### config.mk
export PLATFORM = sky130hd
export DESIGN_NAME = mips_mem_access_unit_flat
export DESIGN_NICKNAME = d
export VERILOG_FILES = /design/src/rtl/mips_mem_access_unit_if.sv /design/src/rtl/mips_mem_access_unit.sv /design/src/flat_wrapper.sv
export SDC_FILE = /design/constraint.sdc
export NUM_CORES = 1
export LEC_CHECK = 0
export CORE_AREA = 2 2 131 133
export DETAILED_ROUTE_END_ITERATION = 16
export DIE_AREA = 0 0 133 135
export PLACE_DENSITY = 0.76
export RECOVER_POWER = 25
export SKIP_CTS_REPAIR_TIMING = 1
export SLEW_MARGIN = 20
export SYNTH_ARGS = -nofsm -noshare
export SYNTH_HDL_FRONTEND = slang
export SYNTH_SLANG_ARGS = --single-unit
export TNS_END_PERCENT = 30
### constraint.sdc
create_clock -name clk -period 3.33 [get_ports clk]
set_clock_uncertainty 0.1 [all_clocks]
set_input_delay 0.4995 -clock clk [delete_from_list [all_inputs] [get_ports clk]]
set_output_delay 0.4995 -clock clk [all_outputs]
set_load 0.02 [all_outputs]
### src/rtl/mips_mem_access_unit_if.sv
// Request/response and data-memory port bundle for the MIPS load/store unit.
// The slave side is the unit itself; the master side is the datapath plus memory.
interface mips_mem_access_unit_if;
    // Request from the datapath
    logic        req_valid;
    logic        req_ready;
    logic        req_write;
    logic [1:0]  req_size;
    logic        req_signed;
    logic [31:0] req_base;
    logic [15:0] req_offset;
    logic [31:0] req_wdata;

    // Single-cycle response to the datapath
    logic        resp_valid;
    logic [31:0] resp_rdata;
    logic        resp_error;
    logic [1:0]  resp_err_code;

    // Data memory port
    logic [31:0] mem_address;
    logic [31:0] write_data;
    logic [1:0]  byte_number;
    logic        sig_mem_read;
    logic        sig_mem_write;
    logic [31:0] read_data;

    modport slave (
        input  req_valid, req_write, req_size, req_signed, req_base, req_offset, req_wdata,
        output req_ready,
        output resp_valid, resp_rdata, resp_error, resp_err_code,
        output mem_address, write_data, byte_number, sig_mem_read, sig_mem_write,
        input  read_data
    );

    modport master (
        output req_valid, req_write, req_size, req_signed, req_base, req_offset, req_wdata,
        input  req_ready,
        input  resp_valid, resp_rdata, resp_error, resp_err_code,
        input  mem_address, write_data, byte_number, sig_mem_read, sig_mem_write,
        output read_data
    );
endinterface

### src/rtl/mips_mem_access_unit.sv
// Load/store initiator: computes base + sign-extended offset, validates size,
// range and alignment, pulses the memory strobe for one cycle and returns a
// one-cycle response carrying extended load data or an error code.
module mips_mem_access_unit #(
    parameter int MEM_WORDS = 256
) (
    input logic                   clk,
    input logic                   rst,
    mips_mem_access_unit_if.slave bus
);

    typedef enum logic [1:0] {
        IDLE   = 2'd0,
        ACCESS = 2'd1,
        RESP   = 2'd2
    } state_t;

    localparam logic [1:0] SIZE_WORD = 2'b00;
    localparam logic [1:0] SIZE_HALF = 2'b01;
    localparam logic [1:0] SIZE_BYTE = 2'b10;
    localparam logic [1:0] SIZE_RSVD = 2'b11;

    localparam logic [1:0] ERR_NONE  = 2'b00;
    localparam logic [1:0] ERR_ALIGN = 2'b01;
    localparam logic [1:0] ERR_RANGE = 2'b10;
    localparam logic [1:0] ERR_SIZE  = 2'b11;

    localparam logic [29:0] WORD_LIMIT = 30'(MEM_WORDS);

    state_t      state;
    logic        signed_q;
    logic [31:0] ea;
    logic [1:0]  err_code;
    logic [31:0] ld_data;

    // Effective address and acceptance checks, highest-priority failure wins.
    always_comb begin
        // NOTE: every output of this block gets a value before any branch, so no latch can be inferred.
        err_code = ERR_NONE;
        ea       = bus.req_base + {{16{bus.req_offset[15]}}, bus.req_offset};
        if (bus.req_size == SIZE_RSVD) begin
            err_code = ERR_SIZE;
        end else if (ea[31:2] >= WORD_LIMIT) begin
            err_code = ERR_RANGE;
        end else if (ea[1:0] != 2'b00) begin
            err_code = ERR_ALIGN;
        end
    end

    // Sub-word sign extension; memory has already zero-extended sub-word data.
    always_comb begin
        ld_data = bus.read_data;
        case (bus.byte_number)
            SIZE_HALF: if (signed_q) ld_data = {{16{bus.read_data[15]}}, bus.read_data[15:0]};
            SIZE_BYTE: if (signed_q) ld_data = {{24{bus.read_data[7]}}, bus.read_data[7:0]};
            default:   ld_data = bus.read_data;
        endcase
    end

    // Control FSM with registered memory strobes and response outputs.
    always_ff @(posedge clk or posedge rst) begin
        if (rst) begin
            // NOTE: non-blocking assignments keep every register update on this edge independent of statement order.
            state             <= IDLE;
            signed_q          <= 1'b0;
            bus.req_ready     <= 1'b1;
            bus.resp_valid    <= 1'b0;
            bus.resp_rdata    <= '0;
            bus.resp_error    <= 1'b0;
            bus.resp_err_code <= ERR_NONE;
            bus.mem_address   <= '0;
            bus.write_data    <= '0;
            bus.byte_number   <= SIZE_WORD;
            bus.sig_mem_read  <= 1'b0;
            bus.sig_mem_write <= 1'b0;
        end else begin
            case (state)
                IDLE: begin
                    if (bus.req_valid && bus.req_ready) begin
                        bus.req_ready <= 1'b0;
                        if (err_code != ERR_NONE) begin
                            // Rejected request: respond next cycle, never touch memory.
                            state             <= RESP;
                            bus.resp_valid    <= 1'b1;
                            bus.resp_rdata    <= '0;
                            bus.resp_error    <= 1'b1;
                            bus.resp_err_code <= err_code;
                        end else begin
                            state             <= ACCESS;
                            signed_q          <= bus.req_signed;
                            bus.mem_address   <= {2'b00, ea[31:2]};
                            bus.byte_number   <= bus.req_size;
                            bus.write_data    <= bus.req_wdata;
                            bus.sig_mem_read  <= ~bus.req_write;
                            bus.sig_mem_write <= bus.req_write;
                        end
                    end
                end

                ACCESS: begin
                    // Load data is captured as the strobe ends; stores return zero.
                    state             <= RESP;
                    bus.resp_valid    <= 1'b1;
                    bus.resp_rdata    <= bus.sig_mem_write ? 32'h0 : ld_data;
                    bus.resp_error    <= 1'b0;
                    bus.resp_err_code <= ERR_NONE;
                    bus.mem_address   <= '0;
                    bus.write_data    <= '0;
                    bus.byte_number   <= SIZE_WORD;
                    bus.sig_mem_read  <= 1'b0;
                    bus.sig_mem_write <= 1'b0;
                end

                RESP: begin
                    state             <= IDLE;
                    bus.req_ready     <= 1'b1;
                    bus.resp_valid    <= 1'b0;
                    bus.resp_rdata    <= '0;
                    bus.resp_error    <= 1'b0;
                    bus.resp_err_code <= ERR_NONE;
                end

                default: begin
                    state         <= IDLE;
                    bus.req_ready <= 1'b1;
                end
            endcase
        end
    end

endmodule
### src/flat_wrapper.sv
// flat-port wrapper written by rule: the top's interface ports become plain ports
module mips_mem_access_unit_flat 
#(
    parameter int MEM_WORDS = 256
)
  (clk, rst, bus_req_valid, bus_req_write, bus_req_size, bus_req_signed, bus_req_base, bus_req_offset, bus_req_wdata, bus_req_ready, bus_resp_valid, bus_resp_rdata, bus_resp_error, bus_resp_err_code, bus_mem_address, bus_write_data, bus_byte_number, bus_sig_mem_read, bus_sig_mem_write, bus_read_data);
  mips_mem_access_unit_if bus_i ();
  input logic clk;
  input logic rst;
  input wire logic [$bits(bus_i.req_valid)-1:0] bus_req_valid;
  input wire logic [$bits(bus_i.req_write)-1:0] bus_req_write;
  input wire logic [$bits(bus_i.req_size)-1:0] bus_req_size;
  input wire logic [$bits(bus_i.req_signed)-1:0] bus_req_signed;
  input wire logic [$bits(bus_i.req_base)-1:0] bus_req_base;
  input wire logic [$bits(bus_i.req_offset)-1:0] bus_req_offset;
  input wire logic [$bits(bus_i.req_wdata)-1:0] bus_req_wdata;
  output wire logic [$bits(bus_i.req_ready)-1:0] bus_req_ready;
  output wire logic [$bits(bus_i.resp_valid)-1:0] bus_resp_valid;
  output wire logic [$bits(bus_i.resp_rdata)-1:0] bus_resp_rdata;
  output wire logic [$bits(bus_i.resp_error)-1:0] bus_resp_error;
  output wire logic [$bits(bus_i.resp_err_code)-1:0] bus_resp_err_code;
  output wire logic [$bits(bus_i.mem_address)-1:0] bus_mem_address;
  output wire logic [$bits(bus_i.write_data)-1:0] bus_write_data;
  output wire logic [$bits(bus_i.byte_number)-1:0] bus_byte_number;
  output wire logic [$bits(bus_i.sig_mem_read)-1:0] bus_sig_mem_read;
  output wire logic [$bits(bus_i.sig_mem_write)-1:0] bus_sig_mem_write;
  input wire logic [$bits(bus_i.read_data)-1:0] bus_read_data;
  assign bus_i.req_valid = bus_req_valid;
  assign bus_i.req_write = bus_req_write;
  assign bus_i.req_size = bus_req_size;
  assign bus_i.req_signed = bus_req_signed;
  assign bus_i.req_base = bus_req_base;
  assign bus_i.req_offset = bus_req_offset;
  assign bus_i.req_wdata = bus_req_wdata;
  assign bus_req_ready = bus_i.req_ready;
  assign bus_resp_valid = bus_i.resp_valid;
  assign bus_resp_rdata = bus_i.resp_rdata;
  assign bus_resp_error = bus_i.resp_error;
  assign bus_resp_err_code = bus_i.resp_err_code;
  assign bus_mem_address = bus_i.mem_address;
  assign bus_write_data = bus_i.write_data;
  assign bus_byte_number = bus_i.byte_number;
  assign bus_sig_mem_read = bus_i.sig_mem_read;
  assign bus_sig_mem_write = bus_i.sig_mem_write;
  assign bus_i.read_data = bus_read_data;
  mips_mem_access_unit #(.MEM_WORDS(MEM_WORDS)) u_core (.clk(clk), .rst(rst), .bus(bus_i));
endmodule
==> results by group, run 1 <==
Clock tree
  • CTS buffer count: 9
  • # clock sinks: 106
  • CTS root buffer: clkbuf_16
  • TritonCTS clock tree: yes
  • Worst-path clk slew: 70 ps
  • H-tree levels: 3
  • Worst-Skew Late Latency: 350 ps
  • Max Root-Sink Buffers: 2

Worst setup path
  • Critical path class: in -> reg
  • CP peak stage delay: 440 ps
  • Most Frequent Cell on Critical Path: buf_4
  • Req. time, crit path: 3470 ps
  • Worst r2r src: u_core.bus.byte_number[0]$_DFFE_PP0P_
  • Worst reg2reg setup slack: 940 ps
  • CP endpoint kind: flop
  • CP Max Fanout: 7
  • CP arrival: 4410 ps
  • Cell depth of the worst flop-to-flop path: 9
  • CP startpoint kind: primary input
  • Cell Chain, Critical Path: clkdlybuf4s50_1 > ha_4 > buf_4 > nand2_1 > o31ai_2 > buf_4 > nand2_1 > nor3_1 > nor3_1 > nor4b_1 > buf_4 > nand4_1 > or3_4 > o31ai_4 > clkbuf_16 > buf_12 > mux2_4
  • R2r endpoint: u_core.bus.resp_rdata[31]$_DFFE_PP0P_
  • Slowest-stage cell, CP: clkdlybuf4s50_1

Synthesis
  • Post-synth top area share: 0.375
  • Sequential fraction of the synthesis area: 0.379
  • Cells after synthesis: 791
  • Ys flop type: dfrtp_1
  • YS warnings: 0
  • Post-synth top cells: nand2_1, dfrtp_1, a21oi_1, mux2i_1
  • Largest area contributor in the netlist: dfrtp_1
  • Leading post-synthesis cells by cell area: dfrtp_1, mux2i_1, nand2_1
  • FFs w/ async S/R, synth: 1.00
  • EDFF count, synth: 0
  • Mapped cell area: 0.00700 mm²
  • Top-count cell post-synth: nand2_1
  • Syn avg cell area: 8.85 µm²
  • Cell variety after synth: 60
  • Yosys reg bits: 106

Detailed routing
  • Via density: 5.49
  • Antenna-violating nets left: 0
  • DRC violation count after routing: 0
  • WL final: 24900 µm
  • Wire per inst: 18.1 µm
  • Drt pass-1 iters: 5
  • DR iter-0 viols: 516
  • Vias post-DR: 7522

Run status
  • Failing checks: max-capacitance violations, max-slew violations, negative setup slack
  • Outcome: complete, but fails checks

Die
  • Chip height: 135 µm
  • Ports: 224
  • Initial Util: 0.427
  • Die area: 0.0180 mm²
  • Die width: 133 µm
  • Row count: 47
  • Core area: 0.0164 mm²

GRT
  • GRT Residual Overflow: 0
  • First-pass GRT wire length: 35200 µm
  • Vias in the first global route: 6927
  • GRT Total Usage: 0.243
  • Initial antenna violation count: 0
  • Largest net degree at the start of global routing: 107

Timing
  • FMAX: 234 MHz
  • Setup repair after global routing missed its margin: yes
  • Slew @ Worst Pin: 2320 ps
  • WHS: 388 ps
  • Worst Slack Setup Final: -941 ps
  • Final worst path period share: 1.28
  • Final setup TNS: -72680 ps
  • Final setup fails: 105
  • Final hold vios: 0
  • Worst slew margin: -0.546
  • Slew Limit Fails: 107
  • Tmin final: 4270 ps

Flow run
  • MaxCap Viol Count: 1

Power
  • Switch share: 0.343
  • Pleak: 5.37 nW
  • Flop pwr share: 0.324
  • Power density cells: 355 mW/mm²
  • Peak VDD IR: 349 µV
  • Net Sw Power: 1.44 mW
  • Combinational power share: 0.435
  • Power share of the clock group: 0.241
  • Int Pwr: 2.76 mW

Worst hold path
  • Hold crit path type: reg -> reg
  • Hold path endpoint: u_core.bus.mem_address[8]$_DFFE_PP0P_
  • Hold Path Cell Cnt: 1
  • Hold_sp: u_core.bus.mem_address[8]$_DFFE_PP0P_

Layout
  • Nets: 1303
  • Register Area: 0.00265 mm²
  • Area Growth Syn to Fin: 69.1%
  • Fill count: 1123
  • Layout cells sized above 1: 0.263
  • Footprint of the multi-input gates: 0.00472 mm²
  • N_diodes: 0

Placed design
  • Pre-CTS WS: -1610 ps
  • GPL Wtd Cong: 0.935
  • Dpl hpwl: 17300 µm
  • Count of port buffers added during placement: 221
power groups by stage:
stage	clock network, mW	registers (mW)	logic (mW)
global placement	0	1.38	1.43
finish	1.01	1.36	1.83
detailed placement	0	1.38	1.45
floorplan	0	1.41	0.805
CTS	1.02	1.36	1.46
global route	1.08	1.36	1.96
per-stage QoR:
step                      cells  utilization  total power, mW  instance area (µm²)
after floorplan             792            -             2.22                 7080
after global placement     1331        0.637             2.81                10400
after detailed placement   1331        0.637             2.83                10400
after CTS                  1347        0.653             3.84                10700
after global routing       1371        0.721             4.40                11800
final                      1371        0.721             4.20                11800
cells by family (layout without fill, tap and decap cells):
kind of cell | Yosys count | count (layout) | synth area share
AND/OR/NAND/NOR | 269 | 269 | 0.183
AO/OA/AOI/OAI | 212 | 212 | 0.189
flip-flops | 106 | 106 | 0.379
multiplexers | 74 | 74 | 0.110
buffers and inverters | 74 | 433 | 0.0475
adder cells (fa/ha/maj) | 38 | 38 | 0.0690
XOR/XNOR | 17 | 17 | 0.0213
other | 1 | 2 | 0.000536
final cells by class:
| cell class | instances | share of cell area |
|---|---|---|
| multi-input cells | 612 | 0.399 |
| repair buffers | 390 | 0.322 |
| flip-flops and latches | 106 | 0.224 |
| well taps | 220 | 0.0233 |
| clock buffers | 11 | 0.0197 |
| inverters | 27 | 0.00867 |
| clock inverters | 5 | 0.00328 |
placed cells by master, fill, tap and decap left out, types with 9 or more instances in the layout:
| cell type | instances |
|---|---|
| a21oi_1 | 44 |
| and2_1 | 12 |
| and2_4 | 13 |
| buf_4 | 144 |
| buf_6 | 11 |
| clkbuf_16 | 14 |
| clkdlybuf4s50_1 | 178 |
| dfrtp_1 | 105 |
| dlymetal6s2s_1 | 39 |
| ha_4 | 28 |
| inv_1 | 26 |
| mux2_4 | 18 |
| mux2i_1 | 48 |
| nand2_1 | 121 |
| nand3_1 | 14 |
| nand4_1 | 14 |
| nor2_1 | 34 |
| nor3_1 | 11 |
| o21ai_0 | 22 |
| o21ai_1 | 18 |
| o22ai_1 | 39 |
| xor2_1 | 9 |
per-layer routing:
| metal | wire length, µm | track usage | vias up |
|---|---|---|---|
| li1 | - | - | 3577 |
| met1 | 10100 | 0.307 | 3619 |
| met2 | 12700 | 0.423 | 294 |
| met3 | 1610 | 0.0574 | 32 |
| met4 | 450 | 0.0585 | 0 |
| met5 | 0 | 0 | - |
how the worst max path moves through the flow:
stage                        from                                     to  slack [ps]  cells past startpoint
2_1_floorplan   bus_req_offset[0]   u_core.bus.resp_rdata[8]$_DFFE_PP0P_        -840                     13
3_3_place_gp   bus_req_offset[15]  u_core.bus.resp_rdata[30]$_DFFE_PP0P_       -1490                     14
3_5_place_dp   bus_req_offset[15]  u_core.bus.resp_rdata[27]$_DFFE_PP0P_       -1610                     14
4_1_cts        bus_req_offset[15]  u_core.bus.resp_rdata[27]$_DFFE_PP0P_       -1240                     14
5_1_grt          bus_req_base[20]  u_core.bus.resp_rdata[23]$_DFFE_PP0P_       -1030                     17
6_report         bus_req_base[20]  u_core.bus.resp_rdata[15]$_DFFE_PP0P_        -940                     17
state kept, by name, summed over array words and instances, names as in the netlist:
signal	flops
u_core.bus.resp_rdata	32
u_core.bus.sig_mem_read	1
u_core.state	2
u_core.bus.sig_mem_write	1
u_core.bus.mem_address	30
u_core.bus.resp_valid	1
u_core.bus.resp_error	1
u_core.bus.req_ready	1
u_core.bus.byte_number	2
u_core.signed_q	1
u_core.bus.resp_err_code	2
u_core.bus.write_data	32
critical path: cells and delay by family:
kind | cells | cell delay, ps
AO/OA/AOI/OAI | 2 | 720
adder cells (fa/ha/maj) | 1 | 300
buffers and inverters | 6 | 1240
multiplexers | 1 | 300
AND/OR/NAND/NOR | 7 | 1310
(Power assumes the default switching activity.)
==> run 2: changes to the inputs <==
CAP_MARGIN = 0   (was unset)
clock period = 3.87 ns   (was 3.33 ns; I/O delays follow)
==> results by group, run 2 (synthesis gave the netlist of run 1 again) <==
Run status
  • Outcome: complete, but fails checks
  • Failing checks: max-capacitance violations, max-slew violations, negative setup slack

Worst setup path
  • Worst r2r src: u_core.state[0]$_DFFE_PP0N_
  • CP endpoint kind: flop
  • CP Max Fanout: 6
  • Critical path class: in -> reg
  • Cell depth of the worst flop-to-flop path: 9
  • CP arrival: 4550 ps
  • Req. time, crit path: 4030 ps
  • R2r endpoint: u_core.bus.resp_valid$_DFFE_PP0P_
  • CP startpoint kind: primary input
  • CP startpoint: bus_req_base[0]
  • Worst reg2reg setup slack: 1170 ps
  • Worst Setup EP: u_core.bus.resp_valid$_DFFE_PP0P_

Die
  • Row count: 47
  • Chip height: 135 µm
  • Ports: 224
  • Die area: 0.0180 mm²
  • Initial Util: 0.427
  • Die width: 133 µm
  • Core area: 0.0164 mm²

Timing
  • Final worst path period share: 1.13
  • Setup repair after global routing missed its margin: yes
  • Slew @ Worst Pin: 2730 ps
  • Slew Limit Fails: 70
  • Worst Slack Setup Final: -516 ps
  • Final setup fails: 100
  • FMAX: 228 MHz
  • Final setup TNS: -30430 ps
  • Worst slew margin: -0.822
  • Tmin final: 4390 ps
  • Final hold vios: 0
  • WHS: 390 ps

Placed design
  • GPL Wtd Cong: 0.916
  • Dpl hpwl: 17600 µm
  • Count of port buffers added during placement: 221
  • Pre-CTS WS: -1150 ps
  • Placed cell areas: 0.0105 mm²

Clock tree
  • CTS buffer count: 9
  • CTS root buffer: clkbuf_16
  • Worst-Skew Late Latency: 360 ps
  • TritonCTS clock tree: yes
  • H-tree levels: 3
  • # clock sinks: 106
  • Worst-path clk slew: 80 ps
  • Max Root-Sink Buffers: 2

Detailed routing
  • Drt pass-1 iters: 5
  • DRC violation count after routing: 0
  • DR iter-0 viols: 485
  • Antenna-violating nets left: 0
  • Via density: 5.56
  • Vias post-DR: 7717
  • WL final: 26400 µm
  • Wire per inst: 19.0 µm

Power
  • Power density cells: 305 mW/mm²
  • Pleak: 5.48 nW
  • Peak VDD IR: 256 µV

Layout
  • N_diodes: 0
  • Layout Utilization: 0.739
  • Most common cell after layout, fill and taps aside: clkdlybuf4s50_1
  • Largest registers: u_core.bus.resp_rdata x32, u_core.bus.write_data x32, u_core.bus.mem_address x30
  • Most frequent cells in the layout: clkdlybuf4s50_1, buf_4, nand2_1
  • Post-route cell area: 0.0121 mm²
  • Layout cells sized above 1: 0.282
  • Nets: 1321
  • Area Growth Syn to Fin: 73.2%

GRT
  • First-pass GRT wire length: 36100 µm
  • Vias in the first global route: 7140
  • Initial antenna violation count: 0
  • Largest net degree at the start of global routing: 71
  • GRT Total Usage: 0.251
  • GRT Residual Overflow: 0

Worst hold path
  • Hold crit path type: reg -> reg

Flow run
  • MaxCap Viol Count: 1
## run 2: cell types whose count changed in the layout (fill, tap and decap cells not counted), sizes merged
cell / delta
dlymetal6s2s: -8
clkinv: +1
clkinvlp: -1
inv: +2
clkdlybuf4s50: +7
buf: +17
## run 2: metal layers
| layer | GRT usage | wire (µm) |
|---|---|---|
| met1 | 0.320 | 10600 |
| met2 | 0.419 | 13200 |
| met3 | 0.0484 | 1600 |
| met5 | 0 | 0 |
| met4 | 0.101 | 1080 |
## run 2: final cells by class
class                      instances  area [µm²]
tap                              220         275
fill                            1076        4290
multi-input combinational        612        4790
sequential                       106        2650
timing repair buffer             408        4000
inverter                          27         101
clock buffer                       9         225
clock inverter                     7        80.1
## run 2: report_power, final
part / total [mW] / internal, mW / switching, mW
Combinational: 1.60 / 0.793 / 0.805
Sequential: 1.17 / 1.14 / 0.0260
Clock: 0.936 / 0.461 / 0.475
## run 2: how the worst min path moves through the flow
stage	startpoint	to	slack, ps	depth (start not counted)
finish	u_core.bus.mem_address[20]$_DFFE_PP0P_	u_core.bus.mem_address[20]$_DFFE_PP0P_	390	1
global route	u_core.bus.mem_address[8]$_DFFE_PP0P_	u_core.bus.mem_address[8]$_DFFE_PP0P_	410	1
CTS	u_core.bus.mem_address[20]$_DFFE_PP0P_	u_core.bus.mem_address[20]$_DFFE_PP0P_	390	1
detailed placement	u_core.bus.mem_address[18]$_DFFE_PP0P_	u_core.bus.mem_address[18]$_DFFE_PP0P_	370	1
global placement	u_core.bus.mem_address[26]$_DFFE_PP0P_	u_core.bus.mem_address[26]$_DFFE_PP0P_	370	1
floorplan	u_core.signed_q$_DFFE_PP0P_	u_core.signed_q$_DFFE_PP0P_	420	1
## run 2: through the flow
step           std cells  total power [mW]
2_1_floorplan        792              1.91
3_3_place_gp        1334              2.40
3_5_place_dp        1334              2.43
4_1_cts             1350              3.36
5_1_grt             1389              3.88
6_report            1389              3.70
## run 2: worst max-delay path, stage by stage
cell and delay, ps:
buf_6 100, ha_4 150, fa_2 350, a211oi_2 230, o21ai_2 130, a32o_2 310
or4_1 520, a221o_1 350, a211oi_2 210, nand4_1 160, or3_4 380, o31ai_4 400
clkbuf_16 220, buf_8 130, buf_4 120, mux2i_1 210
==> run 3: changes to the inputs <==
CAP_MARGIN = 40   (was 0)
==> results by group, run 3 (synthesis gave the netlist of run 1 again) <==
GRT
  • Vias in the first global route: 6996
  • Largest net degree at the start of global routing: 51
  • Grt met2 use: 0.410
  • Initial antenna violation count: 0
  • Met3 GRT Util: 0.0518
  • GRT Total Usage: 0.248
  • GRT Residual Overflow: 0
  • Gr busiest metal: met2
  • First-pass GRT wire length: 35800 µm
  • Met1 GRT Util: 0.321

Worst setup path
  • Worst reg2reg setup slack: 1140 ps
  • Req. time, crit path: 4020 ps
  • CP endpoint kind: flop
  • CP startpoint kind: primary input
  • Cell depth of the worst flop-to-flop path: 8
  • R2r endpoint: u_core.bus.resp_rdata[12]$_DFFE_PP0P_
  • Critical path class: in -> reg
  • Most Frequent Cell on Critical Path: a211oi_2
  • Worst r2r src: u_core.state[0]$_DFFE_PP0N_
  • CP peak stage delay: 540 ps
  • CP arrival: 4560 ps
  • Slowest-stage cell, CP: or4_4
  • CP Max Fanout: 7
  • Cell Chain, Critical Path: buf_6 > ha_4 > fa_2 > a211oi_2 > o21ai_2 > a32o_2 > or4_4 > a221o_1 > a211oi_2 > nand4_1 > or3_4 > o31ai_4 > clkbuf_16 > buf_12 > mux2_4
  • CP startpoint: bus_req_base[0]

Power
  • Peak VDD IR: 267 µV
  • Pleak: 5.49 nW
  • Power density cells: 303 mW/mm²

Layout
  • Fill count: 1107
  • Final non-filler cell total: 1386
  • Post-route cell area: 0.0121 mm²
  • Largest registers: u_core.bus.resp_rdata x32, u_core.bus.write_data x32, u_core.bus.mem_address x30
  • Most frequent cells in the layout: clkdlybuf4s50_1, buf_4, nand2_1
  • Nets: 1318
  • N_diodes: 0
  • Most common cell after layout, fill and taps aside: clkdlybuf4s50_1
  • Layout cells sized above 1: 0.272
  • Area Growth Syn to Fin: 72.2%

Timing
  • Final hold vios: 0
  • Tmin final: 4420 ps
  • Worst Slack Setup Final: -545 ps
  • Slew @ Worst Pin: 1470 ps
  • Final worst path period share: 1.14
  • Slew Limit Fails: 0
  • Final setup fails: 100
  • WHS: 391 ps
  • Setup repair after global routing missed its margin: yes
  • FMAX: 226 MHz
  • Worst slew margin: 0.0140

Die
  • Die area: 0.0180 mm²
  • Core area: 0.0164 mm²
  • Die width: 133 µm
  • Initial Util: 0.427
  • Row count: 47
  • Ports: 224
  • Chip height: 135 µm

Clock tree
  • Worst-Skew Late Latency: 360 ps
  • H-tree levels: 3
  • TritonCTS clock tree: yes
  • Max Root-Sink Buffers: 2
  • # clock sinks: 106
  • Worst-path clk slew: 80 ps
  • CTS buffer count: 9
  • CTS root buffer: clkbuf_16

Placed design
  • GPL Wtd Cong: 0.916
  • Count of port buffers added during placement: 221
  • Placed cell areas: 0.0105 mm²
  • Pre-CTS WS: -1160 ps
  • Dpl hpwl: 17700 µm
  • Inst Count DP: 1336

Worst hold path
  • Hold Path Cell Cnt: 1
  • Hold crit path type: reg -> reg
  • Hold_sp: u_core.bus.mem_address[9]$_DFFE_PP0P_
  • Hold path endpoint: u_core.bus.mem_address[9]$_DFFE_PP0P_

Detailed routing
  • DR iter-0 viols: 541
  • DRC violation count after routing: 0
  • WL final: 26100 µm
  • Drt pass-1 iters: 5
  • Via density: 5.54
  • Vias post-DR: 7673
  • Wire per inst: 18.9 µm
  • Antenna-violating nets left: 0

Flow run
  • MaxCap Viol Count: 1

Run status
  • Failing checks: max-capacitance violations, negative setup slack
  • Outcome: complete, but fails checks
[run 3: worst max path at each step]
| stage | to | depth (start not counted) |
|---|---|---|
| finish | u_core.bus.resp_rdata[12]$_DFFE_PP0P_ | 15 |
| global route | u_core.bus.resp_rdata[12]$_DFFE_PP0P_ | 15 |
| CTS | u_core.bus.resp_rdata[5]$_DFFE_PP0P_ | 15 |
| detailed placement | u_core.bus.resp_rdata[5]$_DFFE_PP0P_ | 15 |
| global placement | u_core.bus.resp_rdata[29]$_DFFE_PP0P_ | 14 |
| floorplan | u_core.bus.resp_rdata[8]$_DFFE_PP0P_ | 13 |
[run 3: final cells by class]
type                            count  area [µm²]  area share
Multi-Input combinational cell    612        4750       0.394
Timing Repair Buffer              405        3980       0.330
Sequential cell                   106        2650       0.220
Tap cell                          220         275      0.0228
Clock buffer                       10         229      0.0190
Inverter                           27         103     0.00851
Clock inverter                      6        61.3     0.00509
[run 3: stage by stage]
stage                     utilization  total power [mW]  setup TNS (ps)
after floorplan                     -              1.91          -15020
after global placement          0.638              2.40          -98840
after detailed placement        0.640              2.43         -104780
after CTS                       0.658              3.33          -64810
after global routing            0.735              3.83          -43870
final                           0.735              3.65          -30740
[run 3: critical path, delay by kind of cell]
kind,cells,cell delay [ps]
AOI/OAI and AO/OA,6,1620
adders and majority gates,2,490
buffers and inverters,3,460
muxes,1,310
and+or+nand+nor,3,1090
[run 3: where the power goes]
| part | internal [mW] | switching (mW) |
|---|---|---|
| combinational | 0.785 | 0.789 |
| clock | 0.453 | 0.451 |
| sequential | 1.14 | 0.0271 |
| total | 2.38 | 1.27 |
[run 3: routing by layer]
metal,wire (µm),vias to the layer above
met5,0,-
met4,852,0
met3,1460,62
met2,13200,310
met1,10700,3698
li1,-,3603
